### src/rtl/sccb_responder.sv
// sccb_responder: SCCB write-only responder decoding 3-phase register writes.
module sccb_responder #(
  parameter logic [7:0] DEV_ADDR = 8'h42,
  parameter bit         ACK_EN   = 1'b1
) (
  input  logic       camera_clk,
  input  logic       rst,
  input  logic       sioc,
  input  logic       siod_in,
  output logic       siod_oe,
  output logic       wr_valid,
  output logic [7:0] wr_addr,
  output logic [7:0] wr_data,
  output logic       busy,
  output logic       err
);
  typedef enum logic [2:0] {IDLE, DEV, REG, DATA, DONE, IGNORE} state_t;
  state_t state_q, state_d;
  logic [2:0] scl_q, scl_d, sda_q, sda_d;
  logic [3:0] cnt_q, cnt_d;
  logic [6:0] sh_q, sh_d;
  logic [7:0] adr_q, adr_d, dat_q, dat_d, wr_addr_q, wr_addr_d, wr_data_q, wr_data_d;
  logic pend_q, pend_d, oe_q, oe_d, wv_q, wv_d, err_q, err_d, busy_q, busy_d;
  logic scl, sda, rise, fall, start, stop, phase;
  logic [7:0] rx;
  // [1] is the synchronised level, [2] its one-cycle history
  assign scl   = scl_q[1];
  assign sda   = sda_q[1];
  assign rise  = scl & ~scl_q[2];
  assign fall  = ~scl & scl_q[2];
  assign start = scl & scl_q[2] & sda_q[2] & ~sda;
  assign stop  = scl & scl_q[2] & ~sda_q[2] & sda;
  assign phase = (state_q == DEV) || (state_q == REG) || (state_q == DATA);
  assign rx    = {sh_q, sda};
  // pend marks the 9th bit sampled in a phase, or a SIOC high seen in DONE
  always_comb begin
    scl_d     = {scl_q[1:0], sioc};
    sda_d     = {sda_q[1:0], siod_in};
    state_d   = state_q;
    cnt_d     = cnt_q;
    pend_d    = pend_q;
    sh_d      = sh_q;
    adr_d     = adr_q;
    dat_d     = dat_q;
    wr_addr_d = wr_addr_q;
    wr_data_d = wr_data_q;
    oe_d      = oe_q;
    wv_d      = 1'b0;
    err_d     = 1'b0;
    if (start) begin
      state_d = DEV;
      cnt_d   = '0;
      pend_d  = 1'b0;
      oe_d    = 1'b0;
    end else if (stop) begin
      state_d = IDLE;
      cnt_d   = '0;
      pend_d  = 1'b0;
      oe_d    = 1'b0;
      err_d   = phase;
      wv_d    = state_q == DONE;
      wr_addr_d = state_q == DONE ? adr_q : wr_addr_q;
      wr_data_d = state_q == DONE ? dat_q : wr_data_q;
    end else if (phase) begin
      if (rise && !pend_q) begin
        sh_d   = rx[6:0];
        cnt_d  = cnt_q == 4'd8 ? cnt_q : cnt_q + 4'd1;
        pend_d = cnt_q == 4'd8;
        if (cnt_q == 4'd7 && state_q == DEV && rx != DEV_ADDR) state_d = IGNORE;
        if (cnt_q == 4'd7 && state_q == REG) adr_d = rx;
        if (cnt_q == 4'd7 && state_q == DATA) dat_d = rx;
      end
      if (fall) begin
        oe_d = ACK_EN && !pend_q && cnt_q == 4'd8;
        if (pend_q) begin
          cnt_d   = '0;
          pend_d  = 1'b0;
          state_d = state_q == DEV ? REG : state_q == REG ? DATA : DONE;
        end
      end
    end else if (state_q == DONE) begin
      if (rise) pend_d = 1'b1;
      if (fall && pend_q) begin
        err_d   = 1'b1;
        pend_d  = 1'b0;
        state_d = IGNORE;
      end
    end
    busy_d = state_d != IDLE;
  end
  always_ff @(posedge camera_clk) begin
    if (rst) begin
      state_q   <= IDLE;
      scl_q     <= '1;
      sda_q     <= '1;
      cnt_q     <= '0;
      pend_q    <= 1'b0;
      sh_q      <= '0;
      adr_q     <= '0;
      dat_q     <= '0;
      wr_addr_q <= '0;
      wr_data_q <= '0;
      oe_q      <= 1'b0;
      wv_q      <= 1'b0;
      err_q     <= 1'b0;
      busy_q    <= 1'b0;
    end else begin
      state_q   <= state_d;
      scl_q     <= scl_d;
      sda_q     <= sda_d;
      cnt_q     <= cnt_d;
      pend_q    <= pend_d;
      sh_q      <= sh_d;
      adr_q     <= adr_d;
      dat_q     <= dat_d;
      wr_addr_q <= wr_addr_d;
      wr_data_q <= wr_data_d;
      oe_q      <= oe_d;
      wv_q      <= wv_d;
      err_q     <= err_d;
      busy_q    <= busy_d;
    end
  end
  assign siod_oe  = oe_q;
  assign wr_valid = wv_q;
  assign wr_addr  = wr_addr_q;
  assign wr_data  = wr_data_q;
  assign busy     = busy_q;
  assign err      = err_q;
endmodule

### config.mk
export PLATFORM = sky130hd
export DESIGN_NAME = sccb_responder
export DESIGN_NICKNAME = d
export VERILOG_FILES = /design/src/rtl/sccb_responder.sv
export SDC_FILE = /design/constraint.sdc
export NUM_CORES = 1
export LEC_CHECK = 0
export CAP_MARGIN = 10
export CORE_MARGIN = 10
export CORE_UTILIZATION = 50
export CTS_BUF_LIST = sky130_fd_sc_hd__clkbuf_2
export CTS_CLUSTER_DIAMETER = 80
export DETAILED_ROUTE_END_ITERATION = 10
export PLACE_DENSITY = 0.72
export SLEW_MARGIN = 20
export SYNTH_ARGS = -nofsm -noshare
export SYNTH_HDL_FRONTEND = slang
export SYNTH_SLANG_ARGS = --single-unit
### constraint.sdc
create_clock -name camera_clk -period 2.03 [get_ports camera_clk]
set_input_delay 0.609 -clock camera_clk [delete_from_list [all_inputs] [get_ports camera_clk]]
set_output_delay 0.609 -clock camera_clk [all_outputs]
set_load 0.03 [all_outputs]
==> run_results.csv <==
group,metric,value,unit
run_status,status,"finished clean",
route,drtAntennaViolNets,0,
job,max-cap-violations,0,
floorplan,core_area,4444,sq um
power,ir_drop,0.4939,mV
power,p_leak,1.164,nW
critical_path,crit_start,"wr_data[5]",
placement,place_congestion,0.8202,
route,wirelength,4655,um
critical_path,reg2regPathDepth,5,
clocking,numCtsBuffers,9,
cells_and_area,diodes,0,
clocking,clkTransAtPathRegs,0.17,ns
floorplan,die_x,88.48,um
critical_path,crit_family,"buffers and inverters",
clocking,root_buffer,"clkbuf_2",
logic_synthesis,synth_top_area_share,48.67,%
logic_synthesis,synth_edf_count,0,
route,drt_iter0_markers,124,
placement,hpwl,3211,um
clocking,clk-insertion-delay-late,0.46,ns
sta,tightest_slew,0.4029,ns
power,power.total,1.893,mW
global_route,grt-ovfl-total,0,
critical_path,rr_endpoint,"cnt_q[2]",
critical_path,slowest_delay,0.40,ns
logic_synthesis,syn_area,2345,sq um
clocking,cts_hold_buf,0,
cells_and_area,seq_area,1141,sq um
critical_path,cp-endpoint,"wr_data[5]",
placement,io_buffers,23,
critical_path,cpMaxStageDelayCell,"dlygate4sd2_1",
critical_path,worst-path-stages,1,
sta,clock_skew,0.02114,ns
clocking,ctsLongestPathBuffers,2,
floorplan,die_height,88.48,um
critical_path,path_cells,"dlygate4sd2_1",
power,powerDensity,701.9,nW/um^2
logic_synthesis,ys_warn_count,0,
cells_and_area,drive_gt1_share,13.79,%
critical_path,reg2reg_slack,0.29,ns
logic_synthesis,synth_area_leader_cell,"dfxtp_1",
logic_synthesis,async_reset_ff_share,0,%
route,drt_pre_antenna_iters,4,
route,wl_per_cell,13.61,um
sta,max_freq,0.5471,GHz
clocking,cts_tree,"done",
sta,period_share,90.04,%
clocking,h-tree-depth,3,
sta,rsz0062_at_grt,"false",
cells_and_area,syn_to_final_growth,15.05,%
floorplan,start_util,52.76,%
worst_hold_path,hp-class,"register to register",
route,vias_per_cell,5.348,
logic_synthesis,synth_cell_type_count,45,
clocking,ctsResizeCount,20,
logic_synthesis,ys_seq_area_share,48.67,%
logic_synthesis,synth_cells,259,
global_route,grt_max_degree,45,
global_route,grt_usage,12.85,%
floorplan,dieArea,7829,sq um
critical_path,critPathRequiredTime,1.42,ns
critical_path,cp-end-kind,"output pin",
logic_synthesis,synth_ff_type,"dfxtp_1",
route,dr_total_vias,1829,
critical_path,critical_path_class,"register to output pin",
clocking,post-cts-setup-buffers,0,
sta,finalCriticalPeriod,1.828,ns
sta,final-setup-viol-count,0,
sta,slew_viol_final,0,
cells_and_area,fill_cells,405,
global_route,grt_antenna_before_repair,0,
critical_path,cp.arrival,1.22,ns
sta,tns,0,ns
critical_path,critPathLaunchType,"register",
logic_synthesis,netlist_top_cells_area,"dfxtp_1 (49%), nand2_1 (7.5%), mux2i_1 (6.8%)",
critical_path,r2r_start,"scl_q[1]",
cells_and_area,nNetsFinal,291,
global_route,grt_pass1_vias,1708,
route,drc,0,
logic_synthesis,syn_nets,265,
cells_and_area,multiInputGateArea,1085,sq um
critical_path,crit_fanout,2,
logic_synthesis,ys_seq_elements,57,
sta,slew_headroom,73.11,%
clocking,cts_sinks,57,
logic_synthesis,synth.avg_cell_area,9.053,sq um
global_route,grt_pass1_wl,7838,um
critical_path,cp_num_buf_inv,1,
sta,finalHoldViolCount,0,
floorplan,row_count,24,
floorplan,ios,24,
==> cell usage in the layout, fill, tap and decap left out, types with 3 or more instances in the layout <==
cell	synthesis	routed
dfxtp_1	57	57
nand2_1	47	47
a21oi_1	28	28
nor2_1	24	24
dlygate4sd2_1	0	20
mux2i_1	16	16
nand3_1	10	10
clkbuf_2	0	9
buf_4	3	8
or2_2	7	7
inv_1	4	4
o21ai_0	4	4
nand2b_1	3	3
nor3_1	3	3
clkinv_1	0	3
clkdlybuf4s50_1	0	3
==> sequential cells by signal, summed over array words and instances, names as in the netlist <==
signal	count
err	1
sda_q	3
wr_addr	8
pend_q	1
cnt_q	4
dat_q	8
siod_oe	1
scl_q	3
adr_q	8
wr_data	8
wr_valid	1
state_q	3
busy	1
sh_q	7
==> worst min path at each step <==
stage                   from        to  slack, ns  depth (start not counted)
floorplan           scl_q[0]  scl_q[1]       0.39                          1
finish              scl_q[0]  scl_q[1]       0.43                          1
detailed placement  scl_q[0]  scl_q[1]       0.39                          1
CTS                 scl_q[0]  scl_q[1]       0.43                          1
global placement    scl_q[0]  scl_q[1]       0.39                          1
global route        scl_q[0]  scl_q[1]       0.45                          1
==> stage by stage <==
stage          setup slack [ns]  area [sq um]  hold WS, ns  utilization [%]  cells
2_1_floorplan            0.5259          2345       0.3895                -    259
3_3_place_gp             0.2217          2616       0.3914            58.87    326
3_5_place_dp             0.2044          2616       0.3936            58.87    326
4_1_cts                  0.1403          2698       0.4294            60.70    342
5_1_grt                  0.1023          2698       0.4492            60.70    342
6_report                 0.2023          2698       0.4279            60.70    342
==> cell usage after synthesis (2+ instances only) <==
master,number
o21ai_0,4
and3_1,2
o21bai_1,2
xnor2_1,2
buf_4,3
nand2b_1,3
nor3_1,3
and4bb_2,2
buf_2,5
mux2i_1,16
ha_1,2
o21ba_2,2
dfxtp_1,57
nand3b_1,2
nand2_1,47
a21oi_1,28
a31oi_1,2
nand4b_1,2
nor2_1,24
clkbuf_1,6
nand3_1,10
or2_2,7
buf_6,3
inv_1,4
==> metal layers <==
metal	GRT usage, %	routed length [um]	up-vias
met5	0	0	-
met4	7.636	64	0
met3	4.044	263	4
met2	18.62	2006	33
met1	16.37	2322	855
li1	-	-	937
==> final cells by class <==
type,count,area share (%)
Sequential cell,57,42.30
Clock inverter,7,2.273
Inverter,4,0.5566
Clock buffer,9,1.670
Tap cell,52,2.412
Timing Repair Buffer,32,10.58
Multi-Input combinational cell,181,40.21
==> cells by family after synthesis <==
| group | count (synthesis) | share of synthesized area, % |
|---|---|---|
| AOI/OAI and AO/OA | 45 | 11.63 |
| xor gates and xnor gates | 3 | 1.121 |
| adders and majority gates | 2 | 1.067 |
| buffers and inverters | 21 | 5.069 |
| DFF | 57 | 48.67 |
| muxes | 16 | 6.830 |
| and+or+nand+nor | 115 | 25.61 |
==> power breakdown <==
| group | internal [mW] | total, mW | switching (mW) |
|---|---|---|---|
| logic | 0.0335 | 0.0792 | 0.0457 |
| clock network | 0.270 | 0.677 | 0.407 |
| registers | 1.13 | 1.14 | 0.00997 |
Note: power is estimated with default switching activity, not from simulation.
